<file path="src/rtl/axi_2_native_fifo.sv">
// AXI4-Stream slave to native FIFO write-port adapter with a 2-entry skid buffer.
// tready depends only on registered occupancy and rst, never on m_native_full.
//
// state     | meaning
// ----------+------------------------------------------------
// OCC_EMPTY | no beat buffered; tready = 1, no push
// OCC_ONE   | head valid; accept and push may happen together
// OCC_TWO   | head and tail valid; tready = 0 until a push
module axi_2_native_fifo #(
    parameter int STDataWidth = 32,
    parameter int TidWidth    = 8,
    parameter int TdestWidth  = 8,
    parameter int PktCntWidth = 16
) (
    input  logic                   aclk,
    input  logic                   rst,
    input  logic [TidWidth-1:0]    s_axis_tid,
    input  logic [TdestWidth-1:0]  s_axis_tdest,
    input  logic [STDataWidth-1:0] s_axis_tdata,
    input  logic                   s_axis_tvalid,
    input  logic                   s_axis_tlast,
    output logic                   s_axis_tready,
    output logic [TidWidth-1:0]    m_native_tid,
    output logic [TdestWidth-1:0]  m_native_tdest,
    output logic [STDataWidth-1:0] m_native_tdata,
    output logic                   m_native_tlast,
    output logic                   m_native_wr_en,
    input  logic                   m_native_full,
    output logic [PktCntWidth-1:0] pkt_count
);

    localparam int EntryWidth = TidWidth + TdestWidth + STDataWidth + 1;

    typedef enum logic [1:0] {
        OCC_EMPTY = 2'd0,
        OCC_ONE   = 2'd1,
        OCC_TWO   = 2'd2
    } occ_t;

    occ_t                  occ_q;
    occ_t                  occ_d;
    logic                  accept;
    logic                  push;
    logic                  load_head;
    logic                  load_tail;
    logic                  shift_tail;
    logic [EntryWidth-1:0] beat_in;
    logic [EntryWidth-1:0] head_q;
    logic [EntryWidth-1:0] tail_q;

    assign beat_in = {s_axis_tid, s_axis_tdest, s_axis_tdata, s_axis_tlast};
    assign accept  = s_axis_tvalid & s_axis_tready;
    assign push    = m_native_wr_en;

    always_ff @(posedge aclk) begin
        if (rst) begin
            occ_q <= OCC_EMPTY;
        end else begin
            occ_q <= occ_d;
        end
    end

    // Next occupancy plus the head/tail load controls that go with each transition.
    always_comb begin
        occ_d      = occ_q;
        load_head  = 1'b0;
        load_tail  = 1'b0;
        shift_tail = 1'b0;
        unique case (occ_q)
            OCC_EMPTY: begin
                if (accept) begin
                    occ_d     = OCC_ONE;
                    load_head = 1'b1;
                end
            end
            OCC_ONE: begin
                if (accept && push) begin
                    load_head = 1'b1;
                end else if (accept) begin
                    occ_d     = OCC_TWO;
                    load_tail = 1'b1;
                end else if (push) begin
                    occ_d = OCC_EMPTY;
                end
            end
            OCC_TWO: begin
                if (push) begin
                    occ_d      = OCC_ONE;
                    shift_tail = 1'b1;
                end
            end
            default: begin
                occ_d = OCC_EMPTY;
            end
        endcase
    end

    always_comb begin
        s_axis_tready  = 1'b0;
        m_native_wr_en = 1'b0;
        if (!rst) begin
            s_axis_tready  = (occ_q != OCC_TWO);
            m_native_wr_en = (occ_q != OCC_EMPTY) && !m_native_full;
        end
    end

    // Payload registers carry no reset; occupancy alone decides what is valid.
    always_ff @(posedge aclk) begin
        if (load_head) begin
            head_q <= beat_in;
        end else if (shift_tail) begin
            head_q <= tail_q;
        end
        if (load_tail) begin
            tail_q <= beat_in;
        end
    end

    assign {m_native_tid, m_native_tdest, m_native_tdata, m_native_tlast} = head_q;

    always_ff @(posedge aclk) begin
        if (rst) begin
            pkt_count <= '0;
        end else if (push && m_native_tlast) begin
            pkt_count <= pkt_count + PktCntWidth'(1);
        end
    end

endmodule

</file>
<file path="config.mk">
export PLATFORM = sky130hd
export DESIGN_NAME = axi_2_native_fifo
export DESIGN_NICKNAME = d
export VERILOG_FILES = /design/src/rtl/axi_2_native_fifo.sv
export SDC_FILE = /design/constraint.sdc
export NUM_CORES = 1
export LEC_CHECK = 0
export BUFFER_PORTS_ARGS = -buffer_cell sky130_fd_sc_hd__buf_4
export CAP_MARGIN = 20
export CORE_MARGIN = 2
export CORE_UTILIZATION = 35
export CTS_CLUSTER_SIZE = 8
export DETAILED_ROUTE_END_ITERATION = 6
export GPL_TIMING_DRIVEN = 1
export PLACE_DENSITY = 0.65
export SLEW_MARGIN = 40
export SYNTH_ARGS = -nofsm -noshare
export SYNTH_HDL_FRONTEND = slang
export SYNTH_SLANG_ARGS = --single-unit
</file>
<file path="constraint.sdc">
create_clock -name aclk -period 7.2 [get_ports aclk]
set_input_delay 1.8 -clock aclk [delete_from_list [all_inputs] [get_ports aclk]]
set_output_delay 1.8 -clock aclk [all_outputs]
set_load 0.02 [all_outputs]
</file>
Yosys cells after proc, flatten, opt, wreduce, memory -nomap -nowiden
Cells that the tools add are included.
- bits in registers: 116
- input port bits: 53
- output and inout port bits: 67
- $add $sub $neg: 1
- eq/ne operators: 7
- muxes and demuxes: 17
- bitwise gates (word level): 1
- reductions and logical operators: 8
- operators with widths (operator ; number):
    49-bit two-way mux ; 2
    16-bit by 1-bit adder with 16-bit output (second input constant) ; 1
    2-bit two-way mux ; 5
    1-bit two-way mux ; 8
    2-bit inequality test (second input constant) ; 4
    2-bit case mux with 3 select lines ; 1
    4-bit AND reduction ; 1
    2-bit nonzero test ; 2
    1-bit logical AND ; 3
    3-bit inequality test (second input constant) ; 1
    2-bit by 1-bit equality test with 1-bit output (second input constant) ; 1
    2-bit equality test (second input constant) ; 1
    2-bit logical NOT ; 1
    1-bit case mux with 2 select lines ; 1
    1-bit bitwise AND ; 1
    1-bit logical NOT ; 1

Longest topological paths before layout
Gate-level depths: netlist (run 1).
- word-level depth: 7
- gate-level depth with buffers: 6
- mapped depth without buffers: 5

Worst setup path after synthesis (run 1)
No wires, ideal clock.
- path type: input port to flip-flop
- start: input rst
- end: register tail_q[0], enable pin
- data arrival time: 5.388 ns
- data required time: 6.684 ns
- setup slack: 1.296 ns
- stages: 2
- path buffers: 1
- cells stage by stage: clkbuf_1 nor3_1
- word-level cells in the longest chain between the ends: 5
- elaborated cells between the ends (all ways): 7
- classes of those cells: mux: 5; bitwise: 1; reduce/logical: 1
- RTL lines (item ; RTL line ; source):
    start: declaration ; 16 ; input logic rst,
    1-bit two-way mux ; 101 ; if (!rst) begin
    1-bit bitwise AND ; 52 ; assign accept = s_axis_tvalid & s_axis_tready;
    1-bit two-way mux or 1-bit logical AND (tied branches) ; 79, 77 ;
    1-bit two-way mux * ; 77 ; if (accept && push) begin
    1-bit two-way mux * ; 69 ; unique case (occ_q)
    net load_tail ; 45 ; logic load_tail;
    end signal: assignment ; 115 ; tail_q <= beat_in;
    end: declaration ; 49 ; logic [EntryWidth-1:0] tail_q;
The timed path passes the listed nets; every way through them passes the cells marked *.
A chain may end at the register's enable or synchronous reset.

Worst setup path in the final report (run 1)
- start: input rst
- end: output m_native_wr_en
- word-level cells in the longest chain between the ends: 1
- RTL lines (item ; RTL line ; source):
    1-bit two-way mux ; 101 ;
    end: declaration ; 27 ; output logic m_native_wr_en,
No other way between the ends.

==> results.txt, run 1 <==
----------------------------------------------------
[Place]
  Port buffer count ... 119
  Placement-stage cell area ... 0.00552 mm^2
  Post-Place Cells ... 547
  Gpl congestion ... around 0.8
  Final HPWL from detailed placement ... 5730 um
  Worst-case setup slack after placement ... 2.71 ns

[Die]
  Chip Width ... 116 um
  Overall die area ... 0.0135 mm^2
  Die Y-Extent ... ~120 um
  Row cnt ... 41
  Core outline area ... 0.0125 mm^2
  Num ports ... 120
  Initial Utilization ... 0.355

[Clocking]
  H-Tree Level Count ... 4
  Clock latency reported for the late side of the worst-skew pair ... 0.42 ns
  CTS Sinks ... 116
  Number of buffers created by CTS ... 17
  Hold-fix buffers at CTS ... 0
  Buffers from clock root to sink, at most ... 2
  Number of gates resized after CTS ... 0
  Setup Fix Bufs, Post-CTS ... 0
  Clock-pin slew of the registers on the worst-case setup and hold paths ... 0.05 ns
  TritonCTS clock tree ... done
  CTS root buf ... sky130_fd_sc_hd__clkbuf_16

[Setup path]
  Crit path max-delay family ... simple AND/OR/NAND/NOR gates
  Reg2Reg Setup Slack ... about 5.2 ns
  Data arrival at the endpoint of the critical path ... 2.69 ns
  WS Path Type ... input port to primary output
  Number of buffers and inverters on the critical path ... 2
  Cell mode on critical path ... sky130_fd_sc_hd__buf_4
  Required time of the critical path ... 5.40 ns
  Largest stage delay, worst path ... roughly 0.34 ns
  Startpoint kind of the worst setup timing path ... input port
  CP cell instances ... buf_4 -> or2_0 -> nor2_1 -> buf_4
  Maximum fanout along the worst path ... 24
  Endpoint kind of the worst setup timing path ... primary output
  Slowest cell on the critical path ... sky130_fd_sc_hd__or2_0

[Timing]
  Highest Clock Rate ... around 220 MHz
  Final period util ... 0.624
  Slew Limit Headroom ... 0.531
  Max-slew violation count ... 0
  Actual slew at the worst max-slew pin ... between 0.7 and 0.8 ns
  Setup repair after global routing missed its margin ... false
  Shortest period the worst path allows ... 4.49 ns
  Fin Hold WS ... 0.493 ns
  Crit path setup slack, layout ... about 2.7 ns
  Setup TNS ... 0 ns
  Total of endpoints with negative setup slack in the final report ... 0
  Hold violation total from the final report ... 0
  Setup skew after layout ... 0.0161 ns

[Drt]
  WL final ... 8980 um
  DRC violations left ... 0
  DRT antenna net count ... 0
  Iteration-0 DRC Markers ... 200
  First-pass DRT Iterations ... 4
  Wire per inst ... 15.5 um
  Vias per std cell ... 4.69
  Total via count after detailed routing ... 2712

[Yosys]
  Cell with the most instances after synthesis ... sky130_fd_sc_hd__edfxtp_1
  Predominant post-synthesis flop cell ... sky130_fd_sc_hd__edfxtp_1
  Cell taking the most area after synthesis ... sky130_fd_sc_hd__edfxtp_1
  Fraction of the yosys area taken by sequential cells ... 0.747
  Number of warnings issued by yosys ... 0
  Library cells used by synthesis ... 32
  Share of async-settable or async-resettable flops after synthesis ... 0
  Netlist area before placement ... 0.00442 mm^2
  EDFF count, synth ... 98
  Synthesized area per cell ... 16.7 um^2
  Synthesized instance count ... 264
  Flip-flop and latch count after synthesis ... 116
  Leading cell types by total area after synthesis ... sky130_fd_sc_hd__edfxtp_1 (67%), sky130_fd_sc_hd__mux2_2 (13%), sky130_fd_sc_hd__dfxtp_1 (8.1%)
  Most used standard cells in the synthesized netlist ... sky130_fd_sc_hd__edfxtp_1 (98), sky130_fd_sc_hd__mux2_2 (50), sky130_fd_sc_hd__dfxtp_1 (18), sky130_fd_sc_hd__nor2_1 (14), sky130_fd_sc_hd__a21oi_1 (12)
  Synthesized net count ... 318
  Share of the synthesized area in the top cell type ... 0.666

[Global routing]
  Vias in the first global route ... ~2700
  Overall fraction of global-route tracks in use ... 0.139
  Overflow left after global routing ... 0
  Largest net degree at the start of global routing ... 50
  Wire length of the first global-routing pass ... 13800 um
  Antenna violations before repair ... 0

[Finish]
  Count of antenna diodes in the layout ... 0
  Area overhead of the layout relative to synthesis ... 37.6%
  Number of standard cells in the final layout excluding fillers ... between 500 and 600
  Number of nets in the final layout ... 448
  Count of filler cells inserted in the layout ... between 1000 and 1500
  Final design area excluding fillers ... 0.00608 mm^2
  Final core utilization ... 0.488
  Fraction of layout cells with a size suffix above 1 ... 0.498

[Power and ir drop]
  Leakage Power ... 2.24 nW
  Power after layout ... 1.68 mW
  Power density over cell area ... 275 mW/mm^2
  Highest ir drop seen on vdd ... 175 uV

[Min path]
  Path class of the lowest-slack min-delay path ... flop to flop

[Run]
  Maximum capacitance violations ... 0

[Run status]
  Outcome ... finished clean

----------------------------------------------------
## kinds of logic (layout without fill, tap and decap cells)
logic type,count (synthesis),in the layout,synth area share
XOR/XNOR,6,6,0.0119
AO/OA/AOI/OAI,23,23,0.0303
multiplexers,50,50,0.127
adder cells (fa/ha/maj),1,1,0.00283
buffers and inverters,15,157,0.0153
flip-flops,116,116,0.747
AND/OR/NAND/NOR,53,53,0.0654
## placed cells by master, fill, tap and decap left out
| cell type | synthesis | layout |
|---|---|---|
| sky130_fd_sc_hd__xnor2_1 | 4 | 4 |
| sky130_fd_sc_hd__nor4_1 | 3 | 3 |
| sky130_fd_sc_hd__and4_1 | 1 | 1 |
| sky130_fd_sc_hd__mux2_2 | 50 | 50 |
| sky130_fd_sc_hd__nand4_1 | 4 | 4 |
| sky130_fd_sc_hd__ha_1 | 1 | 1 |
| sky130_fd_sc_hd__nor3_1 | 2 | 1 |
| sky130_fd_sc_hd__clkinv_2 | 0 | 4 |
| sky130_fd_sc_hd__nand2_1 | 6 | 5 |
| sky130_fd_sc_hd__a22oi_1 | 1 | 1 |
| sky130_fd_sc_hd__dfxtp_1 | 18 | 18 |
| sky130_fd_sc_hd__nand2b_1 | 1 | 1 |
| sky130_fd_sc_hd__o31ai_1 | 5 | 5 |
| sky130_fd_sc_hd__bufinv_16 | 0 | 3 |
| sky130_fd_sc_hd__inv_1 | 4 | 4 |
| sky130_fd_sc_hd__a21oi_1 | 12 | 12 |
| sky130_fd_sc_hd__nand3b_1 | 1 | 1 |
| sky130_fd_sc_hd__nor3_2 | 0 | 1 |
| sky130_fd_sc_hd__o22a_1 | 1 | 1 |
| sky130_fd_sc_hd__or2_0 | 1 | 1 |
| sky130_fd_sc_hd__nor2_4 | 0 | 1 |
| sky130_fd_sc_hd__nand4b_1 | 1 | 1 |
| sky130_fd_sc_hd__or4_1 | 5 | 5 |
| sky130_fd_sc_hd__clkinvlp_4 | 0 | 2 |
| sky130_fd_sc_hd__or2_2 | 1 | 1 |
| sky130_fd_sc_hd__nor2_1 | 14 | 13 |
| sky130_fd_sc_hd__nand3_1 | 5 | 5 |
| sky130_fd_sc_hd__or4b_1 | 1 | 1 |
| sky130_fd_sc_hd__clkbuf_16 | 0 | 17 |
| sky130_fd_sc_hd__clkinv_1 | 0 | 5 |
| sky130_fd_sc_hd__nor2b_1 | 2 | 2 |
| sky130_fd_sc_hd__or3_1 | 5 | 5 |
| sky130_fd_sc_hd__nand2_2 | 0 | 1 |
| sky130_fd_sc_hd__o21ai_0 | 4 | 4 |
| sky130_fd_sc_hd__buf_4 | 0 | 122 |
| sky130_fd_sc_hd__xor2_1 | 2 | 2 |
| sky130_fd_sc_hd__edfxtp_1 | 98 | 98 |
## final timing paths
check	startpoint	to	depth (start not counted)
min reg2reg	pkt_count[15]	pkt_count[15]	2
max	rst	m_native_wr_en	4
max reg2reg	occ_q[1]	head_q[17]	5
min	pkt_count[15]	pkt_count[15]	2
## per-layer routing
layer,up-vias,wire [um],track usage
li1,1287,-,-
met4,0,158,0.0643
met2,105,4260,0.207
met3,17,847,0.0872
met1,1303,3720,0.159
met5,-,0,0
## worst register-to-register path: stages, from the launching register on
cell and delay (ns):
sky130_fd_sc_hd__dfxtp_1 0.43, sky130_fd_sc_hd__nand2b_1 0.18, sky130_fd_sc_hd__nor2_1 0.06, sky130_fd_sc_hd__nand2_2 0.07, sky130_fd_sc_hd__buf_4 0.52, sky130_fd_sc_hd__mux2_2 0.49
## state kept, by name, indices dropped and copies added, names as in the netlist
| signal | count |
|---|---|
| occ_q | 2 |
| pkt_count | 16 |
| head_q | 49 |
| tail_q | 49 |
## final cells by class
type                            instances  area [um^2]  area share
Clock buffer                           17          425      0.0699
Clock inverter                         14          144      0.0236
Inverter                                4         15.0     0.00247
Multi-Input combinational cell        133         1070       0.175
Sequential cell                       116         3300       0.543
Tap cell                              172          215      0.0354
Timing Repair Buffer                  122          916       0.151
## power by group
| group | switching (mW) | internal, mW |
|---|---|---|
| sequential | 0.00623 | 0.751 |
| combinational | 0.0566 | 0.0533 |
| clock | 0.277 | 0.531 |
Note: power is estimated with default switching activity, not from simulation.
==> run 2: changes to the inputs <==
PLACE_DENSITY = 0.67   (was 0.65)
clock period = 3.75 ns   (was 7.2 ns; I/O delays follow)
==> run 2 against run 1 <==
  * Wire length up 0.56%
  * Sequential power increased by 92%
  * Register-to-register slack lost 3.5 ns
  * Total power up 100%
  * Sequential cell count unchanged
==> results.txt, run 2 (synthesis gave the netlist of run 1 again) <==
----------------------------------------------------
[Run status]
  Outcome ... finished clean (unchanged)

[Setup path]
  Endpoint kind of the worst setup timing path ... primary output (unchanged)
  Slowest cell on the critical path ... sky130_fd_sc_hd__or2_0 (unchanged)
  Startpoint kind of the worst setup timing path ... input port (unchanged)
  Required time of the critical path ... 2.81 ns (was 5.40 ns)
  Maximum fanout along the worst path ... 24 (unchanged)
  WS Path Type ... input port to primary output (unchanged)
  Number of buffers and inverters on the critical path ... 2 (unchanged)
  Crit path max-delay family ... simple AND/OR/NAND/NOR gates (unchanged)
  Cell count of the worst reg-to-reg path ... 5 (unchanged)
  Data arrival at the endpoint of the critical path ... 1.82 ns (was 2.69 ns)
  Cell mode on critical path ... sky130_fd_sc_hd__buf_4 (unchanged)
  CP cell instances ... buf_4 -> or2_0 -> nor2_1 -> buf_4 (unchanged)
  Critical path depth in cells ... 4 (unchanged)
  Largest stage delay, worst path ... 0.34 ns (about the same)

[Die]
  Initial Utilization ... 0.355 (unchanged)
  Overall die area ... 0.0135 mm^2 (unchanged)
  Chip Width ... 116 um (unchanged)
  Row cnt ... 41 (unchanged)
  Core outline area ... 0.0125 mm^2 (unchanged)
  Die Y-Extent ... 116 um (unchanged)
  Num ports ... 120 (unchanged)

[Finish]
  Top flop regs ... head_q x49, tail_q x49, pkt_count x16 (unchanged)
  Area used by sequential logic in the layout ... 0.00330 mm^2 (unchanged)
  Area overhead of the layout relative to synthesis ... 39.7% (was 37.6%)
  Count of antenna diodes in the layout ... 0 (unchanged)
  Fraction of layout cells with a size suffix above 1 ... 0.500 (was 0.498)
  Count of filler cells inserted in the layout ... 1084 (was 1081)
  Area occupied by multi-input gates ... 0.00107 mm^2 (about the same)
  Number of nets in the final layout ... 449 (was 448)
  Number of standard cells in the final layout excluding fillers ... 580 (was 578)
  Commonest non-fill, non-tap cells in the layout ... sky130_fd_sc_hd__buf_4 (121), sky130_fd_sc_hd__edfxtp_1 (98), sky130_fd_sc_hd__mux2_2 (50) (was sky130_fd_sc_hd__buf_4 (122), sky130_fd_sc_hd__edfxtp_1 (98), sky130_fd_sc_hd__mux2_2 (50))
  Most common cell after layout, fill and taps aside ... sky130_fd_sc_hd__buf_4 (unchanged)

[Timing]
  Shortest period the worst path allows ... 2.76 ns
  Setup skew after layout ... 0.00377 ns (was 0.0161 ns)
  Fin Hold WS ... 0.510 ns (was 0.493 ns)
  Setup repair after global routing missed its margin ... false (unchanged)
  Setup TNS ... 0 ns (unchanged)
  Total of endpoints with negative setup slack in the final report ... 0 (unchanged)
  Max-slew violation count ... 0 (unchanged)
  Slew Limit Headroom ... 0.644 (was 0.531)
  Actual slew at the worst max-slew pin ... 0.533 ns (was 0.704 ns)
  Final period util ... 0.735
  Hold violation total from the final report ... 0 (unchanged)
  Highest Clock Rate ... 363 MHz

[Clocking]
  Number of gates resized after CTS ... 0 (unchanged)
  Buffers from clock root to sink, at most ... 2 (unchanged)
  Setup Fix Bufs, Post-CTS ... 0 (unchanged)
  CTS Sinks ... 116 (unchanged)
  H-Tree Level Count ... 4 (unchanged)
  Clock-pin slew of the registers on the worst-case setup and hold paths ... 0.05 ns (about the same)
  TritonCTS clock tree ... done (unchanged)
  CTS root buf ... sky130_fd_sc_hd__clkbuf_16 (unchanged)
  Clock latency reported for the late side of the worst-skew pair ... 0.41 ns (was 0.42 ns)
  Number of buffers created by CTS ... 17 (unchanged)
  Hold-fix buffers at CTS ... 0 (unchanged)

[Power and ir drop]
  Sequential fraction of design power ... 0.430 (was 0.452)
  Fraction of power consumed by combinational cells ... 0.064 (was 0.066)
  Clock power share ... 0.506 (was 0.482)
  Power density over cell area ... 547 mW/mm^2 (was 275 mW/mm^2)
  Highest ir drop seen on vdd ... 280 uV (was 175 uV)
  Switching power ... 666 uW (was 340 uW)
  Net Sw Frac ... 0.197 (was 0.203)
  Power after layout ... 3.38 mW (was 1.68 mW)
  Internal Power ... 2.71 mW (was 1.34 mW)
  Leakage Power ... 2.28 nW (was 2.24 nW)

[Global routing]
  Overflow left after global routing ... 0 (unchanged)
  Largest net degree at the start of global routing ... 35 (was 50)
  Antenna violations before repair ... 0 (unchanged)
  Wire length of the first global-routing pass ... 14600 um (was 13800 um)
  Vias in the first global route ... 2899 (was 2731)
  Overall fraction of global-route tracks in use ... 0.146 (was 0.139)

[Place]
  Final HPWL from detailed placement ... 5950 um (was 5730 um)
  Gpl congestion ... 0.768 (was 0.791)
  Port buffer count ... 119 (unchanged)
  Post-Place Cells ... 548 (was 547)

[Drt]
  First-pass DRT Iterations ... 4 (unchanged)
  DRT antenna net count ... 0 (unchanged)
  Wire per inst ... 15.6 um (was 15.5 um)
  DRC violations left ... 0 (unchanged)
  Iteration-0 DRC Markers ... 151 (was 200)
  Total via count after detailed routing ... 2736 (was 2712)
  WL final ... 9030 um (was 8980 um)
  Vias per std cell ... 4.72 (was 4.69)

[Min path]
  Instance count along the most critical hold path ... 2 (unchanged)
  Path class of the lowest-slack min-delay path ... flop to flop (unchanged)

[Run]
  Maximum capacitance violations ... 0 (unchanged)

----------------------------------------------------
run 2: cell types whose count changed in the layout (fill, tap and decap cells not counted):
cell | previous run | this run
sky130_fd_sc_hd__buf_12 | 0 | 2
sky130_fd_sc_hd__buf_4 | 122 | 121
sky130_fd_sc_hd__clkinv_1 | 5 | 2
sky130_fd_sc_hd__clkbuf_1 | 0 | 3
sky130_fd_sc_hd__clkinvlp_4 | 2 | 1
sky130_fd_sc_hd__bufinv_16 | 3 | 5
sky130_fd_sc_hd__nor3_4 | 0 | 1
sky130_fd_sc_hd__nor3_2 | 1 | 0
run 2: final cells by class:
cell class,instances,area share
inverter,4,0.00243
multi-input combinational,133,0.174
tap,172,0.0348
clock buffer,20,0.0707
clock inverter,12,0.0300
sequential,116,0.535
timing repair buffer,123,0.154
run 2: layer usage:
metal  track usage  routed length [um]  vias to the layer above
met2         0.237                4640                       88
li1              -                   -                     1288
met3        0.0643                 641                       23
met1         0.163                3550                     1337
met5             0                   0                        -
met4        0.0754                 198                        0
run 2: power by group through the flow:
stage | clock (mW) | sequential (mW) | combinational (mW)
after floorplan | 0 | 1.51 | 0.0728
after global placement | 0 | 1.48 | 0.216
after detailed placement | 0 | 1.48 | 0.220
after CTS | 1.75 | 1.45 | 0.221
after global routing | 1.80 | 1.46 | 0.235
final | 1.71 | 1.45 | 0.216
run 2: final timing paths:
kind / to / slack [ns] / from
setup reg to reg: head_q[22] / 1.75 / occ_q[1]
setup / recovery: m_native_wr_en / 0.99 / rst
hold reg to reg: pkt_count[15] / 0.51 / pkt_count[15]
hold / removal: pkt_count[15] / 0.51 / pkt_count[15]
run 2: metrics by stage:
step | setup WS, ns | utilization | cell area (um^2)
2_1_floorplan | 0.00804 | - | 4430
3_3_place_gp | 1.01 | 0.446 | 5550
3_5_place_dp | 0.970 | 0.446 | 5550
4_1_cts | 0.993 | 0.495 | 6180
5_1_grt | 0.920 | 0.495 | 6180
6_report | 0.993 | 0.495 | 6180
run 2: tightest hold or removal path, cell delays in order (launching register included):
cell	delay, ns
sky130_fd_sc_hd__dfxtp_1	0.33
sky130_fd_sc_hd__o31ai_1	0.07
sky130_fd_sc_hd__a21oi_1	0.06
